**config.mk**
```make
export PLATFORM = sky130hd
export DESIGN_NAME = multdiv_sequencer
export DESIGN_NICKNAME = d
export VERILOG_FILES = /design/src/rtl/multdiv_sequencer.sv
export SDC_FILE = /design/constraint.sdc
export NUM_CORES = 1
export LEC_CHECK = 0
export ABC_CLOCK_PERIOD_IN_PS = 14700
export BUFFER_PORTS_ARGS = -buffer_cell sky130_fd_sc_hd__clkbuf_2
export CORE_MARGIN = 1
export CORE_UTILIZATION = 30
export DETAILED_ROUTE_END_ITERATION = 7
export SLEW_MARGIN = 20
export SYNTH_ARGS = -nofsm -noshare
export SYNTH_HDL_FRONTEND = slang
export SYNTH_SLANG_ARGS = --single-unit
```
**constraint.sdc**
```tcl
create_clock -name clk -period 14.7 [get_ports clk]
set_clock_uncertainty 0.1 [all_clocks]
set_input_delay 0.735 -clock clk [delete_from_list [all_inputs] [get_ports clk]]
set_output_delay 0.735 -clock clk [all_outputs]
set_load 0.01 [all_outputs]
```
**src/rtl/multdiv_sequencer.sv**
```systemverilog
// ---------------------------------------------------------------------------
// multdiv_sequencer
//   Iterative signed 32x32 multiply / divide unit with a HI/LO result pair.
//   A start in IDLE latches operand magnitudes and signs. RUN then performs
//   32 unsigned iterations, one per clock (shift-add or restoring divide).
//   FIX applies the sign correction and writes HI/LO on its exit edge.
//
// Ports
//   clk          in   1  system clock, rising edge
//   reset        in   1  asynchronous, active-high, clears all state
//   start_mult   in   1  single-cycle multiply request (wins over start_div)
//   start_div    in   1  single-cycle divide request
//   op_a         in  32  multiplicand / dividend, sampled on the accepting edge
//   op_b         in  32  multiplier / divisor, sampled on the accepting edge
//   busy         out  1  high while in RUN or FIX
//   done         out  1  one-cycle end-of-operation pulse
//   hilo_write   out  1  one-cycle pulse when HI/LO are loaded
//   div_by_zero  out  1  one-cycle pulse for a divide with op_b == 0
//   hi           out 32  HI: product[63:32] or remainder
//   lo           out 32  LO: product[31:0] or quotient
//
// Handshake: start_* are plain request pulses with no ready. A request is
// accepted only on an edge where the FSM is in IDLE; requests on any other
// edge are dropped. Each accepted request yields exactly one done pulse.
// ---------------------------------------------------------------------------
module multdiv_sequencer (
  input  logic        clk,
  input  logic        reset,
  input  logic        start_mult,
  input  logic        start_div,
  input  logic [31:0] op_a,
  input  logic [31:0] op_b,
  output logic        busy,
  output logic        done,
  output logic        hilo_write,
  output logic        div_by_zero,
  output logic [31:0] hi,
  output logic [31:0] lo
);

  typedef enum logic [1:0] {
    IDLE = 2'd0,
    RUN  = 2'd1,
    FIX  = 2'd2
  } state_e;

  state_e      state_q;
  logic [4:0]  count_q;
  logic [31:0] mag_a_q;
  logic [31:0] mag_b_q;
  logic        is_div_q;
  logic        res_neg_q;   // operand signs differ
  logic        dvd_neg_q;   // dividend negative (remainder sign)
  // Multiply: {product_hi, multiplier/product_lo}.
  // Divide:   {remainder, dividend shifting out / quotient shifting in}.
  logic [63:0] acc_q;
  logic [31:0] hi_q;
  logic [31:0] lo_q;
  logic        busy_q;
  logic        done_q;
  logic        hilo_write_q;
  logic        div_by_zero_q;

  logic [31:0] abs_a;
  logic [31:0] abs_b;
  logic [32:0] add_sum;
  logic [63:0] mul_next;
  logic [32:0] rem_shift;
  logic [32:0] trial;
  logic [63:0] div_next;
  logic [63:0] prod_fixed;
  logic [31:0] quot_fixed;
  logic [31:0] rem_fixed;

  always_comb begin
    // 0x80000000 maps to itself, read as unsigned 2^31.
    abs_a = op_a[31] ? (~op_a + 32'd1) : op_a;
    abs_b = op_b[31] ? (~op_b + 32'd1) : op_b;

    // Shift-add step: conditionally add the multiplicand into the upper
    // half, keeping the carry, then shift the whole accumulator right.
    add_sum  = {1'b0, acc_q[63:32]} + (acc_q[0] ? {1'b0, mag_a_q} : 33'd0);
    mul_next = {add_sum, acc_q[31:1]};

    // Restoring step: shift the next dividend bit into the remainder and
    // keep the subtraction only if it did not go negative.
    rem_shift = {acc_q[63:32], acc_q[31]};
    trial     = rem_shift - {1'b0, mag_b_q};
    if (!trial[32]) begin
      div_next = {trial[31:0], acc_q[30:0], 1'b1};
    end else begin
      div_next = {rem_shift[31:0], acc_q[30:0], 1'b0};
    end

    prod_fixed = res_neg_q ? (~acc_q + 64'd1) : acc_q;
    quot_fixed = res_neg_q ? (~acc_q[31:0] + 32'd1) : acc_q[31:0];
    rem_fixed  = dvd_neg_q ? (~acc_q[63:32] + 32'd1) : acc_q[63:32];
  end

  always_ff @(posedge clk or posedge reset) begin
    if (reset) begin
      state_q       <= IDLE;
      count_q       <= 5'd0;
      mag_a_q       <= 32'd0;
      mag_b_q       <= 32'd0;
      is_div_q      <= 1'b0;
      res_neg_q     <= 1'b0;
      dvd_neg_q     <= 1'b0;
      acc_q         <= 64'd0;
      hi_q          <= 32'd0;
      lo_q          <= 32'd0;
      busy_q        <= 1'b0;
      done_q        <= 1'b0;
      hilo_write_q  <= 1'b0;
      div_by_zero_q <= 1'b0;
    end else begin
      done_q        <= 1'b0;
      hilo_write_q  <= 1'b0;
      div_by_zero_q <= 1'b0;
      case (state_q)
        IDLE: begin
          if (start_mult || start_div) begin
            if (!start_mult && (op_b == 32'd0)) begin
              // Divide by zero completes immediately; HI/LO untouched.
              done_q        <= 1'b1;
              div_by_zero_q <= 1'b1;
            end else begin
              state_q   <= RUN;
              busy_q    <= 1'b1;
              count_q   <= 5'd0;
              is_div_q  <= !start_mult;
              mag_a_q   <= abs_a;
              mag_b_q   <= abs_b;
              res_neg_q <= op_a[31] ^ op_b[31];
              dvd_neg_q <= op_a[31];
              acc_q     <= start_mult ? {32'd0, abs_b} : {32'd0, abs_a};
            end
          end
        end
        RUN: begin
          acc_q   <= is_div_q ? div_next : mul_next;
          count_q <= count_q + 5'd1;
          if (count_q == 5'd31) begin
            state_q <= FIX;
          end
        end
        FIX: begin
          hi_q         <= is_div_q ? rem_fixed  : prod_fixed[63:32];
          lo_q         <= is_div_q ? quot_fixed : prod_fixed[31:0];
          done_q       <= 1'b1;
          hilo_write_q <= 1'b1;
          busy_q       <= 1'b0;
          state_q      <= IDLE;
        end
        default: begin
          state_q <= IDLE;
          busy_q  <= 1'b0;
        end
      endcase
    end
  end

  assign busy        = busy_q;
  assign done        = done_q;
  assign hilo_write  = hilo_write_q;
  assign div_by_zero = div_by_zero_q;
  assign hi          = hi_q;
  assign lo          = lo_q;

endmodule

```
==> results of run 1 <==
power breakdown:
group          internal, mW  switching [mW]
clock network         0.402           0.264
registers             0.767           0.284
logic                 0.979            1.37
state kept, by name, summed over array words and instances, names as in the netlist, 2 cells and up:
register,count
acc_q,64
count_q,5
hi,32
lo,32
mag_a_q,32
mag_b_q,32
state_q,2
worst register-to-register path: cells and delay by family, from the launching register on:
kind	cells	cell delay, ns
AO/OA/AOI/OAI	7	1.80
XOR/XNOR	1	0.80
adder cells (fa/ha/maj)	2	0.62
buffers and inverters	1	0.13
flip-flops	1	0.46
AND/OR/NAND/NOR	2	0.45
layer usage:
layer / vias up / part of all wire [%] / GRT usage (%)
met2: 410 / 43 / 28.48
li1: 6566 / - / -
met5: - / 0.027 / 0
met3: 53 / 6.1 / 2.751
met4: 2 / 2.1 / 4.477
met1: 6379 / 49 / 27.96
cell families after synthesis:
| logic type | share of synthesized area (%) |
|---|---|
| buffers and inverters | 4.407 |
| xor gates and xnor gates | 10.13 |
| DFF | 34.46 |
| AOI/OAI and AO/OA | 21.94 |
| adders and majority gates | 6.122 |
| muxes | 4.759 |
| and+or+nand+nor | 18.19 |
Yosys cell counts, drive strengths merged (5+ instances only):
| cell type | instances |
|---|---|
| nor2b | 16 |
| o21bai | 10 |
| a221o | 5 |
| nand2b | 23 |
| or4 | 21 |
| a31oi | 14 |
| o31ai | 28 |
| o221ai | 7 |
| xnor2 | 72 |
| a41oi | 5 |
| nand3 | 18 |
| a21oi | 96 |
| o211ai | 6 |
| a21o | 24 |
| dfrtp | 206 |
| xor2 | 101 |
| o21a | 11 |
| o41ai | 17 |
| inv | 65 |
| o21ai | 266 |
| clkbuf | 88 |
| mux2i | 70 |
| and2 | 39 |
| or3 | 23 |
| nor2 | 81 |
| ha | 70 |
| nor4 | 11 |
| and3 | 12 |
| a211oi | 6 |
| nor3 | 23 |
| a22oi | 19 |
| nand2 | 284 |
| buf | 18 |
| nand4 | 8 |
final timing paths:
kind,startpoint,to,slack (ns),depth (start not counted)
worst max-delay path,acc_q[31],acc_q[59],10.20,13
worst min-delay path,reset,hi[31],0.17,2
worst max register to register,acc_q[31],acc_q[59],10.20,13
worst min register to register,mag_a_q[6],mag_a_q[6],0.38,2
max in group asynchronous,reset,is_div_q,12.76,4
min in group clk,mag_a_q[6],mag_a_q[6],0.38,2
area by class of cell:
class,instances,area [sq um]
clock buffer,32,724.4
timing repair buffer,150,828.3
clock inverter,14,158.9
tap,664,830.8
multi-input combinational,1439,9181
fill,5158,31920
sequential,206,5156
inverter,65,251.5
per-stage QoR:
step / setup slack (ns) / cell area (sq um) / power, mW
5_1_grt: 9.768 / 17130 / 4.398
3_5_place_dp: 9.591 / 16190 / 3.365
2_1_floorplan: 8.241 / 14960 / 2.736
4_1_cts: 10.16 / 17080 / 4.054
6_report: 10.20 / 17130 / 4.070
3_3_place_gp: 9.587 / 16190 / 3.325
==> metrics.txt, run 1 <==
most frequent cells in the layout nand2_1, o21ai_0, dfrtp_1, clkbuf_2, xor2_1; Core ar. 49,050 sq um; Netlist cell types 72; pin count of the biggest net entering global routing 121; number of clock sinks 206; CTS H-tree lvls 1; startpoint types register; CP top delay family compound AO/OA/AOI/OAI gates; Skew-Pair Late Insertion Delay 0.56 ns; Yosys reg bits 206; clock buffer depth 3; CP Class reg -> reg; relative slew slack 29.36%; vias per cell 5.218; Worst Tran Pin Value 1.058 ns; Final GP Congestion 0.9295; Post-Syn Area 14,960 sq um; Synth Warn # 0; ANT cells 0; total gr overflow 0; CTS buffer count 27; worst-path fanout max 11; fmax 0.2221 GHz; CTS clk-pin slew, worst paths 0.06 ns; CP max-delay cell xor2_1; Leak Pwr 7.872 nW; Die Area 50,760 sq um; Yosys top cell area share 34.46%; Crit path required time 15.02 ns; DIE WIDTH 225.3 um; final core occ 34.93%; GR Util All Layers 18.85%; post_cts resized 0; initial core utilization 30.50%; Area Growth Syn to Fin 14.51%; IO Pins 136; RSZ-0062 raised after global routing no; Tmin final 4.502 ns; # port buffers 135; Final setup viols 0; status complete, no violations; Worst VDD drop 94.73 uV; top post-synthesis cells by area dfrtp_1, o21ai_0, nand2_1, xor2_1, ha_1; Mapped Cells 1,816; hold crit path type in -> async; pwr dens 237.6 nW/um^2; max incr delay on CP 0.80 ns; DR iter-0 viols 1,014; Mapped Nets 1,956; non-filler instance count after layout 2,570; antenna violations before repair 1; vias in the first global route 12,726; setup_tns 0 ns; total vias in the final route 13,410; DP Cell Count 2,522; crit-path most repeated cell a31oi_1; ys flop type dfrtp_1; post-synth top area cell dfrtp_1; Die Y-Extent 225.3 um; endpoint type of the worst setup path register; FFs w/ async S/R, synth 100.0%; CTS hold repair buffers 0; crit path cell chain inv_1, ha_1, fa_1, nand2b_1, a21oi_1, o22a_1, a31oi_1, o21bai_1, a31oi_1, xor2_1, nor2_1, a222oi_1, o21ai_0; Root Buffer clkbuf_16; Post-route DRC 0; WP buf/inv 1; layout cell share with drive strength beyond 1 11.44%; Post-Route WL 48.09 mm; global-route wire length before repair 75.04 mm; postcts setup bufs 0; Final #Nets 2,029; number of synthesized flops with an enable pin 0; max-cap violations 0; Final period util 30.62%; Hold WS 0.1681 ns; Final Max Slew Viols 0; Mapped Avg Cell Area 8.238 sq um; sequential area share after synthesis 34.46%; drt wl/cell 18.71 um; Hold Fails Final Rpt 0; WP data arrival 4.82 ns; Initial DRT Pass Iterations 5; commonest non-fill, non-tap cell in the layout nand2_1; CTS tree yes; HPWL Detailed 36.54 mm; row cnt 81; Routed Antenna Nets 0
(Power assumes the default switching activity.)
==> run 2, diff against run 1 <==
ABC_CLOCK_PERIOD_IN_PS = 4000   (was 14700)
clock period = 4 ns   (was 14.7 ns; I/O delays follow)
==> run 2 against run 1 <==
Net effect:
- hold slack worse by 0.025 ns
- combinational power grew to 3.9 times the previous value
- sequential share of layout area is 1.7 points lower
- non-clock buffer count is 99 higher
- register-to-register slack worse by 10 ns
- routed wire length is 4.2% higher
- die area stayed put
- critical path depth is 3 lower
- clock-buffer cell count stayed put
- clock power grew to 3.9 times the previous value
- critical path type unchanged
- design area is 6.0% higher
- total power grew to 3.9 times the previous value
==> metrics.txt, run 2 (synthesized netlist as in run 1, its figures left out) <==
status complete, no violations; antenna violations before repair 1 (unchanged); Final Max Slew Viols 0 (unchanged); commonest non-fill, non-tap cell in the layout nand2_1; HPWL Detailed 37.58 mm (+2.8%); max reg flops 64 (unchanged); Post-Route WL 50.09 mm (+4.2%); r2r startpoint acc_q[35]; final core occ 37.00% (+2.1 points); Hold WS 0.1432 ns (-0.02483 ns); Worst VDD drop 387.0 uV (+310%); Final period util 95.80% (+65 points); pwr dens 864.8 nW/um^2 (+260%); Tmin final 3.832 ns (-0.6696 ns); Final #Nets 2,127 (+4.8%); layout cell share with drive strength beyond 1 12.56% (+1.1 points); worst reg-to-reg setup slack 0.17 ns (-10.03 ns); CTS clk-pin slew, worst paths 0.06 ns (about the same); number of clock sinks 206 (unchanged); Hold Path Origin start_mult; CP Class reg -> reg; ANT cells 0 (unchanged); total gr overflow 0 (unchanged); most frequent cells in the layout nand2_1, o21ai_0, dfrtp_1, clkbuf_2, xor2_1; met3 WL 3.027 mm (+3.7%); DIE WIDTH 225.3 um (unchanged); Skew-Pair Late Insertion Delay 0.58 ns (+0.02 ns); Leak Pwr 8.339 nW (+5.9%); Setup crit start acc_q[35]; metal1 wirelength 23.89 mm (+2.1%); metal2 WL 22.28 mm (+7.3%); Root Buffer clkbuf_16; postcts setup bufs 0 (unchanged); fmax 0.2610 GHz (+17%); Post-route DRC 0 (unchanged); row cnt 81 (unchanged); Die Y-Extent 225.3 um (unchanged); Final GP Congestion 0.8891 (-4.3%); non-filler instance count after layout 2,670 (+3.9%); Worst Tran Pin Value 0.9182 ns (-0.1402 ns); dpl cell area 16,540 sq um (+2.1%); CTS buffer count 26 (-3.7%); DR top layer met4; Final Cell Area 18,150 sq um (+6.0%); IO Pins 136 (unchanged); initial core utilization 30.50% (unchanged); worst-path fanout max 7 (-4); Worst R2R End acc_q[59]; Reg2Reg Depth 10 (-3); Crit path required time 4.31 ns (-10.71 ns); Final setup viols 0 (unchanged); max-cap violations 0 (unchanged); drt wl/cell 18.76 um (+0.25%); global-route wire length before repair 77.57 mm (+3.4%); WP data arrival 4.14 ns (-0.68 ns); DR iter-0 viols 1,162 (+15%); pin count of the biggest net entering global routing 121 (unchanged); startpoint types register; clock buffer depth 3 (unchanged); vias per cell 5.225 (+0.13%); vias in the first global route 13,370 (+5.1%); Hold Fails Final Rpt 0 (unchanged); Biggest register acc_q; Core ar. 49,050 sq um (unchanged); # port buffers 135 (unchanged); Die Area 50,760 sq um (unchanged); CTS tree yes; RSZ-0062 raised after global routing no; setup_tns 0 ns (unchanged); CTS H-tree lvls 1 (unchanged); endpoint type of the worst setup path register; GR Util All Layers 19.57% (+0.73 points); worst hold stages 2; total vias in the final route 13,950 (+4.0%); Worst Hold Path EP is_div_q; Initial DRT Pass Iterations 6 (+1); Area Growth Syn to Fin 21.33%; hold crit path type in -> reg; relative slew slack 38.79% (+9.4 points); DP Cell Count 2,557 (+1.4%); Routed Antenna Nets 0 (unchanged)
## run 2: worst max path at each step
stage,cells after the start,endpoint
4_1_cts,9,hi[31]
6_report,10,acc_q[59]
2_1_floorplan,13,acc_q[43]
5_1_grt,15,acc_q[57]
3_3_place_gp,15,acc_q[57]
3_5_place_dp,10,acc_q[59]
## run 2: routing by layer
metal  global-route usage [%]  vias to the layer above
met3                    2.634                       56
met5                        0                        -
met2                    30.66                      468
met1                    28.43                     6662
met4                    4.301                        0
li1                         -                     6764
## run 2: critical path: stages (launching register included)
cell and delay, ns:
dfrtp_1 0.54, ha_1 0.30, or4_1 0.52, o22a_1 0.24, a31oi_1 0.42, o21bai_1 0.21
a31oi_1 0.37, xor2_1 0.33, nor2_1 0.19, a222oi_1 0.29, o21ai_0 0.14
## run 2: layout make-up
type,instances,area [sq um]
tap,664,830.8
multi-input combinational,1439,9185
fill,5055,30900
inverter,65,247.7
sequential,206,5156
clock inverter,15,234.0
timing repair buffer,249,1784
clock buffer,32,713.2
## run 2: per-stage QoR
step	setup slack, ns	power (mW)
after CTS	0.2157	15.64
after global placement	0.2442	12.75
after floorplan	0.3077	10.06
after global routing	0.003398	16.89
final	0.1681	15.70
after detailed placement	0.2381	12.90
## run 2: report_power, final
| group | switching, mW | leakage (nW) | internal, mW | total (mW) |
|---|---|---|---|---|
| sequential | 1.00 | 2.65 | 2.82 | 3.82 |
| clock | 1.02 | 0.462 | 1.60 | 2.62 |
| combinational | 5.27 | 5.23 | 3.99 | 9.26 |
## run 2: what timing repair did
item                                    CTS  global route
hold endpoints to repair                100             0
gates resized for setup                   0             1
endpoints found under the setup margin    0             2
hold buffers                             66             0
